File: src/rtl/fetch_buffer.sv
// fetch_buffer: sequential instruction prefetch FIFO with redirect flush.
// Optional same-cycle response bypass to decode: FETCH_BUFFER_BYPASS_EN. Rev 1.0
`default_nettype none

module fetch_buffer #(
  parameter int unsigned DEPTH     = 4,
  parameter logic [31:0] RESET_PC  = 32'h0000_0000,
  parameter logic [31:0] NOP_INSTR = 32'h0000_0013
) (
  input  logic        clock,
  input  logic        reset,
  output logic        mem_valid,
  output logic        mem_instr,
  output logic [31:0] mem_addr,
  input  logic [31:0] mem_rdata,
  input  logic        mem_ready,
  input  logic        redirect,
  input  logic [31:0] redirect_pc,
  output logic        instr_valid,
  output logic [31:0] instr,
  output logic [31:0] pc,
  input  logic        instr_ready
);

  localparam int unsigned c_ptr_w = $clog2(DEPTH);
  localparam int unsigned c_cnt_w = c_ptr_w + 1;
  localparam logic [c_cnt_w-1:0] c_depth = c_cnt_w'(DEPTH);

  typedef enum logic [1:0] {
    S_IDLE  = 2'd0,
    S_REQ   = 2'd1,
    S_DRAIN = 2'd2
  } state_t;

  state_t               r_state;
  logic                 r_mem_valid;
  logic [31:0]          r_mem_addr;
  logic [31:0]          r_fetch_pc;
  logic [c_cnt_w-1:0]   r_count;
  logic [c_ptr_w-1:0]   r_rd_ptr;
  logic [c_ptr_w-1:0]   r_wr_ptr;
  logic [31:0]          r_instr_mem [DEPTH];
  logic [31:0]          r_pc_mem    [DEPTH];

  logic                 w_nonempty;
  logic                 w_byp;
  logic                 w_byp_take;
  logic                 w_push;
  logic                 w_pop;
  logic [c_cnt_w-1:0]   w_count_nxt;
  logic [31:0]          w_pc_nxt;
  logic                 w_space;
  logic                 w_unused;

  assign w_unused   = ^redirect_pc[1:0];
  assign w_nonempty = (r_count != '0);

`ifdef FETCH_BUFFER_BYPASS_EN
  assign w_byp = !w_nonempty && (r_state == S_REQ) && mem_ready && !redirect;
`else
  assign w_byp = 1'b0;
`endif

  assign w_byp_take  = w_byp && instr_ready;
  assign w_push      = (r_state == S_REQ) && mem_ready && !redirect && !w_byp_take;
  assign w_pop       = w_nonempty && instr_ready && !redirect;
  assign w_count_nxt = redirect ? '0
                     : r_count + c_cnt_w'(w_push) - c_cnt_w'(w_pop);
  // A completed non-stale fetch advances the PC even when the word was consumed via bypass.
  assign w_pc_nxt    = redirect ? {redirect_pc[31:2], 2'b00}
                     : ((r_state == S_REQ) && mem_ready) ? r_fetch_pc + 32'd4
                     : r_fetch_pc;
  assign w_space     = (w_count_nxt < c_depth);

  always_ff @(posedge clock) begin
    if (!reset) begin
      r_state     <= S_IDLE;
      r_mem_valid <= 1'b0;
      r_mem_addr  <= RESET_PC;
      r_fetch_pc  <= RESET_PC;
      r_count     <= '0;
      r_rd_ptr    <= '0;
      r_wr_ptr    <= '0;
    end else begin
      r_fetch_pc <= w_pc_nxt;
      r_count    <= w_count_nxt;
      if (w_push) begin
        r_instr_mem[r_wr_ptr] <= mem_rdata;
        r_pc_mem[r_wr_ptr]    <= r_fetch_pc;
      end
      if (redirect) begin
        r_rd_ptr <= '0;
        r_wr_ptr <= '0;
      end else begin
        if (w_push) r_wr_ptr <= r_wr_ptr + c_ptr_w'(1);
        if (w_pop)  r_rd_ptr <= r_rd_ptr + c_ptr_w'(1);
      end
      // Address is captured only when a request is launched, so it holds while draining.
      if ((r_state == S_IDLE) || mem_ready) begin
        if (w_space) begin
          r_state     <= S_REQ;
          r_mem_valid <= 1'b1;
          r_mem_addr  <= w_pc_nxt;
        end else begin
          r_state     <= S_IDLE;
          r_mem_valid <= 1'b0;
        end
      end else if ((r_state == S_REQ) && redirect) begin
        r_state <= S_DRAIN;
      end
    end
  end

  assign mem_valid = r_mem_valid;
  assign mem_instr = 1'b1;
  assign mem_addr  = r_mem_addr;

  always_comb begin
    instr_valid = 1'b0;
    instr       = NOP_INSTR;
    pc          = '0;
    if (w_nonempty) begin
      instr_valid = 1'b1;
      instr       = r_instr_mem[r_rd_ptr];
      pc          = r_pc_mem[r_rd_ptr];
    end else if (w_byp) begin
      instr_valid = 1'b1;
      instr       = mem_rdata;
      pc          = r_fetch_pc;
    end
  end

endmodule

`default_nettype wire

File: config.mk
export PLATFORM = sky130hd
export DESIGN_NAME = fetch_buffer
export DESIGN_NICKNAME = d
export VERILOG_FILES = /design/src/rtl/fetch_buffer.sv
export SDC_FILE = /design/constraint.sdc
export NUM_CORES = 1
export LEC_CHECK = 0
export ABC_CLOCK_PERIOD_IN_PS = 3800
export CORE_ASPECT_RATIO = 0.6
export CORE_MARGIN = 8
export CORE_UTILIZATION = 57
export DETAILED_ROUTE_END_ITERATION = 6
export DONT_BUFFER_PORTS = 1
export PLACE_DENSITY_LB_ADDON = 0.25
export SYNTH_ARGS = -nofsm -noshare
export SYNTH_HDL_FRONTEND = slang
export SYNTH_SLANG_ARGS = --single-unit
File: constraint.sdc
create_clock -name clock -period 3.8 [get_ports clock]
set_input_delay 0.76 -clock clock [delete_from_list [all_inputs] [get_ports clock]]
set_output_delay 0.76 -clock clock [all_outputs]
set_load 0.05 [all_outputs]
==> results_dict.tcl <==
set metrics [dict create \
    outcome "completed" \
    yosys_register_bits 332 \
    register_area_um2 9214 \
    swShare_pct 22.04 \
    crit_end "instr[13]" \
    leakage_uw 0.004666 \
    total_power_uw 7476 \
    timing.final.crit_share_pct 86.06 \
    htreeDepth 1 \
    seqPwrFrac_pct 56.1 \
    port-buffer-count 0 \
    ant_nets 0 \
    hold_slack_ns 0.2757 \
    slew_violations 0 \
    synth_ff_type "edfxtp_1" \
    via_per_inst 6.260 \
    startpoint_type "flip-flop" \
    synthMostInstantiatedCell "edfxtp_1" \
    cts_tree "yes" \
    drive_gt1_share_pct 16.63 \
    clock.fmax_mhz 305.8 \
    dr.pass1.iters 5 \
    dp_hpwl_um 18850 \
    synth_area_per_cell_um2 16.21 \
    cap_violations 0 \
    cts_num_sinks 332 \
    crit_buf_inv 1 \
    synth_top_area_cell "edfxtp_1" \
    synth_top_area_share_pct 58.33 \
    arrival_ns 2.51 \
    power.share.combinational_pct 3.6 \
    cts_hold_buf 0 \
    cp.depth 3 \
    period_minus_slack_ns 3.270 \
    rr_worst_depth 15 \
    seq_area_frac_synth_pct 69.88 \
    setup_tns_ns 0 \
    grt_max_degree 64 \
    layout.nets 890 \
    synthTopCellsByCount "256 x edfxtp_1, 76 x dfxtp_1, 69 x and2_1" \
    synthArstFlopShare_pct 0 \
    end_kind "output port" \
    clock_path_buffers 3 \
    vdd.ir_drop.worst_v 0.0004231 \
    place_congestion 0.8899 \
    first_global_vias 7352 \
    r2r_end "mem_addr[0]" \
    nFillCells 1674 \
    cts_root_buf "clkbuf_16" \
    initial_utilization_pct 57.50 \
    synthTopCellsByArea "edfxtp_1 58%, dfxtp_1 12%, mux4_2 11%" \
    r2r-start "r_count[1]" \
    critPathKind "reg2out" \
    die_area_um2 28400 \
    max_stage_delay_ns 0.62 \
    fp.dieW_um 212.3 \
    p_int_uw 5828 \
    vias 7218 \
    synth_cells 813 \
    die_y_um 133.8 \
    wl_um 29430 \
    worstPathMaxFanout 19 \
    wl_per_cell_um 25.53 \
    ctsResizeCount 0 \
    grt.overflow.total 0 \
    r2r_slack_ns 0.57 \
    cp_cell_sequence "buf_4 -> mux4_2 -> and2_1" \
    rsz0062_at_grt "false" \
    multiInputGateArea_um2 3726 \
    grtUsageTotal_pct 20.44 \
    grt_pass1_wl_um 44400 \
    cts.reportedPaths.clkPinSlew_ns 0.07 \
    skew_ns 0.01286 \
    slew_headroom_pct 40.14 \
    synth_edf_count 256 \
    cp.required_ns 3.04 \
    setup_viol 0 \
    ios 168 \
    dp_slack_ns 0.4924 \
    insertion_delay_ns 0.56 \
    floorplan.rows 43 \
    p_clk_share_pct 40.3 \
    ys_warn_count 0 \
    finalHoldViolCount 0 \
    setup_ws_ns 0.5296 \
    synth_area_um2 13180 \
    switchingPower_uw 1648 \
    post-cts-setup-buffers 0 \
    drc 0 \
    drt_iter0_markers 587 \
    power_density_nw_per_um2 514.2 \
    worst_pin_slew_ns 0.8946 \
    grt_antenna_before_repair 0 \
    crit_path_top_delay_cell "dfxtp_4" \
    yosysUniqueCellTypes 56 \
    cp_top_family "flip-flops" \
    worst_hold_path_type "in2reg" \
    finish.utilization_pct 63.43 \
    core-area_um2 22920 \
    syn_nets 890 \
    numCtsBuffers 30 \
    area_growth_pct 10.32 \
]
-- routing by layer --
layer / up-vias / wire length [µm] / global-route usage, %
li1: 3171 / - / -
met1: 3682 / 12460 / 28.69
met2: 327 / 13330 / 31.48
met3: 38 / 3249 / 6.780
met4: 0 / 393 / 3.476
met5: - / 0 / 0
-- cells in the final DEF (no fill, tap or decap), types with 3 or more instances in the layout --
master	synthesis	final
nor2_1	45	45
xor2_1	7	7
mux4_2	64	64
mux2i_1	4	4
and2_1	69	65
nand2_1	19	19
nand4_1	7	7
edfxtp_1	256	256
o22a_1	10	10
clkbuf_1	31	6
a21oi_1	10	10
a211oi_1	8	8
buf_4	4	12
o31a_1	9	9
inv_1	11	11
buf_12	0	4
o31ai_1	17	17
or2_2	4	4
and4_1	3	3
clkbuf_16	0	31
and3_1	10	10
dfxtp_1	76	74
xnor2_1	5	5
o21ai_0	20	20
ha_1	7	7
nand3_1	28	28
nand2b_1	6	6
and2_2	0	4
or4_1	5	5
clkinv_1	2	10
clkinv_2	0	4
bufinv_16	0	4
nor4_1	13	13
nor3_1	14	14
nor2b_1	6	6
-- area by class of cell --
cell class / instances / area share, %
well taps: 315 / 2.711
inverters: 13 / 0.3356
clock inverters: 18 / 1.256
repair buffers: 16 / 1.170
multi-input cells: 420 / 25.63
flip-flops and latches: 332 / 63.37
clock buffers: 37 / 5.491
diodes: 2 / 0.03442
-- sequential cells by signal, summed over array words and instances (netlist names), 2 cells and up, named ones only --
signal	cells
mem_addr	32
r_wr_ptr	2
r_fetch_pc	32
r_count	3
r_instr_mem	128
r_state	2
r_pc_mem	128
r_rd_ptr	2
-- cell families after synthesis --
kind of cell | share of synthesized area (%)
flip-flops | 69.88
AND/OR/NAND/NOR | 10.23
AO/OA/AOI/OAI | 4.738
multiplexers | 11.41
buffers and inverters | 1.937
XOR/XNOR | 0.9684
adder cells (fa/ha/maj) | 0.8165
other | 0.02845
-- power groups by stage --
stage	Sequential, µW	Clock (µW)	Combinational [µW]
floorplan	4220	0	230
CTS	4190	3070	271
global placement	4260	0	262
detailed placement	4270	0	269
finish	4190	3010	271
global route	4200	3200	293
-- stage by stage --
stage | area [µm²] | cells
floorplan | 13180 | 813
global placement | 13550 | 1096
detailed placement | 13550 | 1096
CTS | 14530 | 1151
global route | 14530 | 1151
finish | 14540 | 1153
-- worst min-delay path by stage --
stage | cells past startpoint | to | start
finish | 1 | r_state[1] | mem_ready
global route | 1 | r_state[1] | mem_ready
CTS | 1 | r_state[1] | mem_ready
detailed placement | 0 | r_pc_mem[0][1] | r_fetch_pc[1]
global placement | 0 | r_pc_mem[0][0] | r_fetch_pc[0]
floorplan | 0 | r_pc_mem[0][0] | r_fetch_pc[0]
Power figures use the tool's default switching activity.
